File: config.mk
export PLATFORM = sky130hd
export DESIGN_NAME = router_out_fifo
export DESIGN_NICKNAME = d
export VERILOG_FILES = /design/src/rtl/router_pkg.sv /design/src/rtl/router_fifo_mem.sv /design/src/rtl/router_out_fifo.sv
export SDC_FILE = /design/constraint.sdc
export NUM_CORES = 1
export LEC_CHECK = 0
export ABC_AREA = 1
export CAP_MARGIN = 20
export CORE_AREA = 4 4 130 163
export DETAILED_ROUTE_END_ITERATION = 7
export DIE_AREA = 0 0 134 167
export PLACE_DENSITY = 0.59
export SYNTH_ARGS = -nofsm -noshare
export SYNTH_HDL_FRONTEND = slang
export SYNTH_SLANG_ARGS = --single-unit
File: constraint.sdc
create_clock -name clk -period 2 [get_ports clk]
set_clock_uncertainty 0.05 [all_clocks]
set_input_delay 0.3 -clock clk [delete_from_list [all_inputs] [get_ports clk]]
set_output_delay 0.3 -clock clk [all_outputs]
set_load 0.005 [all_outputs]
File: src/rtl/router_pkg.sv
// Shared constants for the 1x3 router: default buffer geometry, header field layout, port codes.
package router_pkg;

  localparam int ROUTER_WIDTH  = 8;
  localparam int ROUTER_DEPTH  = 16;
  localparam int ROUTER_ADDR_W = 4;

  localparam int ADDR_LSB = 0;
  localparam int ADDR_MSB = 1;
  localparam int LEN_LSB  = 2;
  localparam int LEN_MSB  = 7;

  localparam logic [1:0] PORT0 = 2'b00;
  localparam logic [1:0] PORT1 = 2'b01;
  localparam logic [1:0] PORT2 = 2'b10;

  localparam int PKT_CNT_W = 7;
  typedef logic [PKT_CNT_W-1:0] pkt_cnt_t;

  // Bytes still to come after a header: payload length plus the trailing parity byte.
  function automatic pkt_cnt_t hdr_pkt_len(input logic [LEN_MSB:0] hdr);
    return {1'b0, hdr[LEN_MSB:LEN_LSB]} + pkt_cnt_t'(1);
  endfunction

endpackage

File: src/rtl/router_fifo_mem.sv
// Plain storage array: synchronous write, asynchronous read, no reset.
// Zero-latency read; no flow control of its own, the owner gates i_wr_en.
module router_fifo_mem #(
  parameter int WIDTH  = 9,
  parameter int DEPTH  = 16,
  parameter int ADDR_W = 4
) (
  input  logic              clk,
  input  logic              i_wr_en,
  input  logic [ADDR_W-1:0] i_wr_addr,
  input  logic [WIDTH-1:0]  i_wr_dat,
  input  logic [ADDR_W-1:0] i_rd_addr,
  output logic [WIDTH-1:0]  o_rd_dat
);

  logic [WIDTH-1:0] r_mem [DEPTH];

  always_ff @(posedge clk) begin
    if (i_wr_en) r_mem[i_wr_addr] <= i_wr_dat;
  end

  assign o_rd_dat = r_mem[i_rd_addr];

endmodule

File: src/rtl/router_out_fifo.sv
// Per-port router output buffer with packet-length tracking; 1-cycle registered read, writes dropped when full.
// Optional sticky overflow/underflow flags when ROUTER_OUT_FIFO_ERR_EN is defined.
module router_out_fifo
  import router_pkg::*;
#(
  parameter int WIDTH  = ROUTER_WIDTH,
  parameter int DEPTH  = ROUTER_DEPTH,
  parameter int ADDR_W = ROUTER_ADDR_W
) (
  input  logic             clk,
  input  logic             rst,
  input  logic             soft_rst,
  input  logic             wr_enb,
  input  logic             lfd_state,
  input  logic [WIDTH-1:0] din,
  input  logic             rd_enb,
  output logic [WIDTH-1:0] dout,
  output logic             dout_vld,
  output logic             full,
  output logic             empty,
`ifdef ROUTER_OUT_FIFO_ERR_EN
  output logic             ovf_err,
  output logic             udf_err,
`endif
  output logic             pkt_busy
);

  localparam logic [ADDR_W:0] PTR_ONE = (ADDR_W + 1)'(1);

  logic [ADDR_W:0] r_wr_ptr;
  logic [ADDR_W:0] r_rd_ptr;
  pkt_cnt_t        r_pkt_cnt;
  logic [WIDTH-1:0] r_dout;
  logic            r_dout_vld;

  logic            w_clr;
  logic            w_wr_acc;
  logic            w_rd_acc;
  logic [WIDTH:0]  w_rd_dat;

  assign w_clr    = rst | soft_rst;
  assign empty    = (r_wr_ptr == r_rd_ptr);
  assign full     = (r_wr_ptr[ADDR_W] != r_rd_ptr[ADDR_W]) &&
                    (r_wr_ptr[ADDR_W-1:0] == r_rd_ptr[ADDR_W-1:0]);
  // A flush cycle must not commit anything, including the memory write.
  assign w_wr_acc = wr_enb && !full && !w_clr;
  assign w_rd_acc = rd_enb && !empty;

  router_fifo_mem #(
    .WIDTH (WIDTH + 1),
    .DEPTH (DEPTH),
    .ADDR_W(ADDR_W)
  ) u_mem (
    .clk      (clk),
    .i_wr_en  (w_wr_acc),
    .i_wr_addr(r_wr_ptr[ADDR_W-1:0]),
    .i_wr_dat ({lfd_state, din}),
    .i_rd_addr(r_rd_ptr[ADDR_W-1:0]),
    .o_rd_dat (w_rd_dat)
  );

  always_ff @(posedge clk) begin
    if (w_clr) begin
      r_wr_ptr   <= '0;
      r_rd_ptr   <= '0;
      r_pkt_cnt  <= '0;
      r_dout     <= '0;
      r_dout_vld <= 1'b0;
    end else begin
      if (w_wr_acc) r_wr_ptr <= r_wr_ptr + PTR_ONE;
      r_dout_vld <= w_rd_acc;
      if (w_rd_acc) begin
        r_rd_ptr <= r_rd_ptr + PTR_ONE;
        r_dout   <= w_rd_dat[WIDTH-1:0];
        // A header always reloads, even mid-packet: the newer packet wins.
        if (w_rd_dat[WIDTH])
          r_pkt_cnt <= hdr_pkt_len(w_rd_dat[LEN_MSB:0]);
        else if (r_pkt_cnt != '0)
          r_pkt_cnt <= r_pkt_cnt - pkt_cnt_t'(1);
      end
    end
  end

  assign dout     = r_dout;
  assign dout_vld = r_dout_vld;
  assign pkt_busy = (r_pkt_cnt != '0);

`ifdef ROUTER_OUT_FIFO_ERR_EN
  logic r_ovf_err;
  logic r_udf_err;

  always_ff @(posedge clk) begin
    if (w_clr) begin
      r_ovf_err <= 1'b0;
      r_udf_err <= 1'b0;
    end else begin
      if (wr_enb && full)  r_ovf_err <= 1'b1;
      if (rd_enb && empty) r_udf_err <= 1'b1;
    end
  end

  assign ovf_err = r_ovf_err;
  assign udf_err = r_udf_err;
`endif

endmodule

==> reports/metrics.yaml, run 1 <==
grt_pass1_wl_um: 30300
fin_crit_sh_pct: 99.1
syn_inst: 711
tns_ns: 0
core_sq_mm: 0.0195
clock.fmax_mhz: 504
syn_to_final_growth_pct: 34.6
end_kind: "output pin"
drtAntennaViolNets: 0
synth_edf_count: 144
syn_nets: 733
critPathArrivalTime_ns: 1.63
clk_latency_ns: 0.42
hold_class: "reg -> reg"
grt_use_total_pct: 17.9
die-area_sq_mm: 0.0224
rsz0062_at_grt: "yes"
setup_violations: 0
die_w_um: 134
crit_fanout: 2
max-cap-violations: 0
slew_headroom_pct: 68.4
seq_area_frac_synth_pct: 65.2
ctsLongestPathBuffers: 2
path_class: "reg -> out"
cts_buffers: 17
ios: 26
synth.distinct_cells: 39
worst_pin_slew_ns: 0.473
grt_max_degree: 27
io_buffers: 25
antenna_found_initial: 0
multi_input_area_sq_mm: 0.00256
ys_ff_latch: 174
drive_gt1_share_pct: 30.2
drt_iter0_markers: 480
cts_tree: "built"
irDropWorstVdd_mv: 0.597
overflow: 0
dp_hpwl_um: 13600
status: "completed"
dpl_worst_slack_ns: -0.173
setup_slack_ns: 0.0172
firstDrtPassIters: 8
synth_area_per_cell_sq_um: 10.6
regArea_sq_mm: 0.00494
nNetsFinal: 868
finalMaxSlewViolations: 0
period_needed_ns: 1.98
cp-start-kind: "flip-flop"
drc: 0
grt_pass1_vias: 5595
hold_viol_final: 0
async_flop_share_pct: 0
clock-sinks: 174
ys.flop_type: "edfxtp_1"
diodes: 0
fillCellCount: 1647
syn-cell-area_sq_mm: 0.00756
row_count: 57
clk_pin_slew_worst_paths_ns: 0.07
via_per_inst: 5.15
required_ns: 1.65
routabilityCongestion: 0.942
yosysWarnings: 0
p_leak_nw: 3.95
clockRootBuffer: "clkbuf_16"
power_w: 0.00779
dieHeight_um: 167
vias: 5776
start_util_pct: 38.8
post_drt_wl_per_cell_um: 19.8
routed_wirelength_um: 22200
htreeDepth: 4
rrSetupSlack_ns: 0.02
power.density_mw_per_mm2: 766
## final timing paths
check                           startpoint                            to  depth (start not counted)
hold reg to reg       dout[4]$_SDFFE_PP0P_          dout[4]$_SDFFE_PP0P_                          2
hold / removal        dout[4]$_SDFFE_PP0P_          dout[4]$_SDFFE_PP0P_                          2
setup / recovery  r_wr_ptr[3]$_SDFFE_PP0P_                          full                          7
setup reg to reg  r_rd_ptr[2]$_SDFFE_PP0P_  u_mem.r_mem[13][5]$_DFFE_PP_                         11
## placed cells by master (no fill, tap or decap), types with 8 or more instances in the layout
cell type,count
nand2_1,157
nor2_4,13
nand2_4,9
dfxtp_1,22
xor2_1,9
a21oi_1,14
nand3_1,43
buf_6,28
clkbuf_16,22
o21ai_1,9
clkdlybuf4s50_1,22
inv_1,57
buf_4,71
buf_12,8
o21ai_0,29
nor2_1,54
nand2_2,13
edfxtp_1,144
nand3_2,30
## critical path, cell delays in order, from the launching register on
cell and delay (ns):
dfxtp_2 0.33, xor2_1 0.16, nor2_1 0.14, nand2_1 0.07
or2_1 0.26, buf_6 0.13, inv_2 0.04, buf_6 0.08
## logic make-up after synthesis
| kind of cell | synth area share [%] |
|---|---|
| xor+xnor | 1.16 |
| compound gates | 6.86 |
| fa+ha+maj | 1.32 |
| flops | 65.2 |
| buf+inv | 6.44 |
| simple gates | 19.0 |
## metrics by stage
stage	area [sq um]	hold slack, ns	utilization (%)	cells
detailed placement	8550	0.470	43.9	1047
global placement	8550	0.441	43.9	1047
CTS	9170	0.453	47.1	1080
global route	10200	0.494	52.3	1122
floorplan	7560	0.349	-	711
finish	10200	0.478	52.3	1122
## repair_timing
action	CTS	global route
pin swaps	2	36
cloned	0	17
setup endpoints to repair	80	119
setup buffers	3	25
hold buffers	0	0
resized for setup	13	165
## power breakdown
| group | internal, W | total [W] | switching, W |
|---|---|---|---|
| Combinational | 0.000232 | 0.000569 | 0.000337 |
| Clock | 0.00194 | 0.00327 | 0.00133 |
| Sequential | 0.00394 | 0.00395 | 0.0000134 |
## Yosys cell counts (9+ instances only)
cell type,instances,area [sq um]
nor2_1,68,255
buf_2,9,45.0
o21ai_0,34,170
nand2_1,172,646
dfxtp_1,30,601
edfxtp_1,144,4320
nand3_1,75,375
a21oi_1,15,75.1
inv_1,58,218
xor2_1,9,78.8
buf_6,11,124
## metal layers
layer / wire, um / track usage (%)
met3: 1170 / 3.47
met4: 1150 / 9.13
met1: 8280 / 20.0
met2: 11600 / 32.3
met5: 0 / 0
## cell type report
type | instances | area share (%)
Inverter | 65 | 2.57
Clock buffer | 18 | 4.22
Multi-Input combinational cell | 441 | 25.2
Sequential cell | 174 | 48.5
Tap cell | 265 | 3.26
Timing Repair Buffer | 145 | 14.6
Timing Repair inverter | 2 | 0.197
Clock inverter | 12 | 1.44
## state kept, by name, indices dropped and copies added (netlist names), named ones only
signal / flops
u_mem.r_mem: 144
dout: 8
r_pkt_cnt: 7
r_rd_ptr: 5
r_wr_ptr: 5
dout_vld: 1
Power figures use the tool's default switching activity.
==> inputs of run 2 (changes only) <==
--- a/config.mk
+++ b/config.mk
@@ -10,7 +10,7 @@
 export CORE_AREA = 4 4 130 163
 export DETAILED_ROUTE_END_ITERATION = 7
 export DIE_AREA = 0 0 134 167
-export PLACE_DENSITY = 0.59
+export PLACE_DENSITY_LB_ADDON = 0.08
 export SYNTH_ARGS = -nofsm -noshare
 export SYNTH_HDL_FRONTEND = slang
 export SYNTH_SLANG_ARGS = --single-unit
==> run 2 against run 1 <==
  * Sequential power barely moved
  * Total power rose by 0.37%
  * Sequential cell count did not move
  * Core utilization fell by 2.2 points
  * Fmax rose by 0.70%
  * Sequential share of layout area rose by 2.1 points
  * Non-clock buffer count fell by 15
  * Critical path type unchanged
==> reports/metrics.yaml, run 2 (synthesized netlist as in run 1, its figures left out) <==
clk_pin_slew_worst_paths_ns: 0.07  # about the same
slew_headroom_pct: 73.3  # was 68.4%
die_w_um: 134  # unchanged
p_leak_nw: 3.79  # was 3.95 nW
drtAntennaViolNets: 0  # unchanged
core_sq_mm: 0.0195  # unchanged
via_per_inst: 4.94  # was 5.15
ctsLongestPathBuffers: 2  # unchanged
drt_iter0_markers: 364  # was 480
drc: 0  # unchanged
tns_ns: 0  # unchanged
grt_pass1_vias: 5430  # was 5595
overflow: 0  # unchanged
power.density_mw_per_mm2: 802  # was 766 mW/mm^2
clockRootBuffer: "clkbuf_16"  # unchanged
mostFrequentLayoutCell: "nand2_1"  # unchanged
rsz0062_at_grt: "yes"  # unchanged
end_kind: "output pin"  # unchanged
max-cap-violations: 0  # unchanged
clk_latency_ns: 0.43  # was 0.42 ns
nNetsFinal: 852  # was 868
finalMaxSlewViolations: 0  # unchanged
diodes: 0  # unchanged
rrSetupSlack_ns: 0.03  # was 0.02 ns
syn_to_final_growth_pct: 29.0  # was 34.6%
antenna_found_initial: 0  # unchanged
grt_pass1_wl_um: 30900  # was 30300 um
ios: 26  # unchanged
die-area_sq_mm: 0.0224  # unchanged
io_buffers: 25  # unchanged
clock-sinks: 174  # unchanged
crit_fanout: 2  # unchanged
regMostFlops: "u_mem.r_mem"  # unchanged
layout_common_cells: "nand2_1 (165), edfxtp_1 (144), buf_4 (74)"  # was nand2_1 (157), edfxtp_1 (144), buf_4 (71)
routed_wirelength_um: 21300  # was 22200 um
irDropWorstVdd_mv: 0.599  # was 0.597 mV
firstDrtPassIters: 5  # was 8
critPathArrivalTime_ns: 1.62  # was 1.63 ns
start_util_pct: 38.8  # unchanged
setup_violations: 0  # unchanged
cp-start-kind: "flip-flop"  # unchanged
worst_pin_slew_ns: 0.401  # was 0.473 ns
hold_class: "reg -> reg"  # unchanged
status: "completed"  # unchanged
hold_buffers: 0  # unchanged
grt_max_degree: 33  # was 27
place_inst: 1054  # was 1047
grt_use_total_pct: 18.6  # was 17.9%
drive_gt1_share_pct: 25.9  # was 30.2%
clock.fmax_mhz: 508  # was 504 MHz
period_needed_ns: 1.97  # was 1.98 ns
dieHeight_um: 167  # unchanged
final_area_sq_mm: 0.00975  # was 0.0102 sq mm
row_count: 57  # unchanged
hold_viol_final: 0  # unchanged
path_class: "reg -> out"  # unchanged
cts_buffers: 17  # unchanged
cts_tree: "built"  # unchanged
largest_reg_flops: 144  # unchanged
required_ns: 1.65  # about the same
r2r_start: "r_rd_ptr[2]$_SDFFE_PP0P_"  # unchanged
dp_hpwl_um: 13600  # about the same
postPlaceCellArea_sq_mm: 0.00858  # was 0.00855 sq mm
crit_start: "r_wr_ptr[2]$_SDFFE_PP0P_"  # was r_wr_ptr[3]$_SDFFE_PP0P_
fin_crit_sh_pct: 98.4  # was 99.1%
min_from: "r_pkt_cnt[1]$_SDFFE_PP0P_"  # was dout[4]$_SDFFE_PP0P_
htreeDepth: 4  # unchanged
vias: 5474  # was 5776
stdcell_count: 1108  # was 1122
routabilityCongestion: 0.900  # was 0.942
post_drt_wl_per_cell_um: 19.2  # was 19.8 um
==> run 2: cell types whose count changed in the layout (fill, tap and decap cells not counted), sizes merged <==
cell,change
dlygate4sd2,-1
buf,-12
clkbuf,-3
clkinv,+2
==> run 2: layer usage <==
metal | vias to the layer above | part of all wire (%) | GRT usage, %
li1 | 2650 | - | -
met1 | 2661 | 42 | 23.0
met2 | 128 | 51 | 32.1
met3 | 35 | 3.6 | 3.23
met4 | 0 | 3.3 | 7.56
met5 | - | 0 | 0
==> run 2: final cells by class <==
cell class / count / area (sq um)
inverters: 65 / 263
fillers: 1781 / 9720
clock buffers: 17 / 425
multi-input cells: 441 / 2370
flip-flops and latches: 174 / 4940
well taps: 265 / 332
repair inverters: 1 / 5.00
repair buffers: 130 / 1250
clock inverters: 15 / 168
==> run 2: metrics by stage <==
step	utilization, %	power, W	setup slack [ns]	hold slack [ns]
6_report	50.1	0.00782	0.0311	0.473
5_1_grt	50.1	0.00807	-0.0518	0.502
4_1_cts	47.9	0.00784	-0.0100	0.480
3_5_place_dp	44.1	0.00449	-0.258	0.469
3_3_place_gp	44.1	0.00448	-0.276	0.463
2_1_floorplan	-	0.00425	-0.0147	0.349
==> run 2: critical path: stages (launching register included) <==
cell and delay, ns:
dfxtp_2 0.33, xor2_1 0.15, nor2_1 0.15, nand2_1 0.07
or2_4 0.25, buf_6 0.13, inv_4 0.04, buf_6 0.08
==> run 2: final timing paths <==
kind	to	cells after the start
setup / recovery	full	7
hold / removal	r_pkt_cnt[1]$_SDFFE_PP0P_	2
setup reg to reg	u_mem.r_mem[13][0]$_DFFE_PP_	11
hold reg to reg	r_pkt_cnt[1]$_SDFFE_PP0P_	2
==> run 2: timing repair <==
item | CTS | global route
setup endpoints to repair | 135 | 159
cloned | 2 | 10
resized for setup | 27 | 83
pin swaps | 3 | 16
buffers inserted | 4 | 7
==> run 2: where the power goes <==
group | leakage [nW] | total [W] | switching (W) | internal, W
Clock | 0.286 | 0.00335 | 0.00139 | 0.00196
Sequential | 1.54 | 0.00395 | 0.0000124 | 0.00393
Combinational | 1.96 | 0.000518 | 0.000310 | 0.000208
Total | 3.79 | 0.00782 | 0.00172 | 0.00610
==> inputs of run 3 (changes only) <==
--- a/config.mk
+++ b/config.mk
@@ -11,6 +11,7 @@
 export DETAILED_ROUTE_END_ITERATION = 7
 export DIE_AREA = 0 0 134 167
 export PLACE_DENSITY_LB_ADDON = 0.08
+export SLEW_MARGIN = 40
 export SYNTH_ARGS = -nofsm -noshare
 export SYNTH_HDL_FRONTEND = slang
 export SYNTH_SLANG_ARGS = --single-unit
==> results of run 3 <==
Final layout, timing and power as in run 2 (identical DEF).
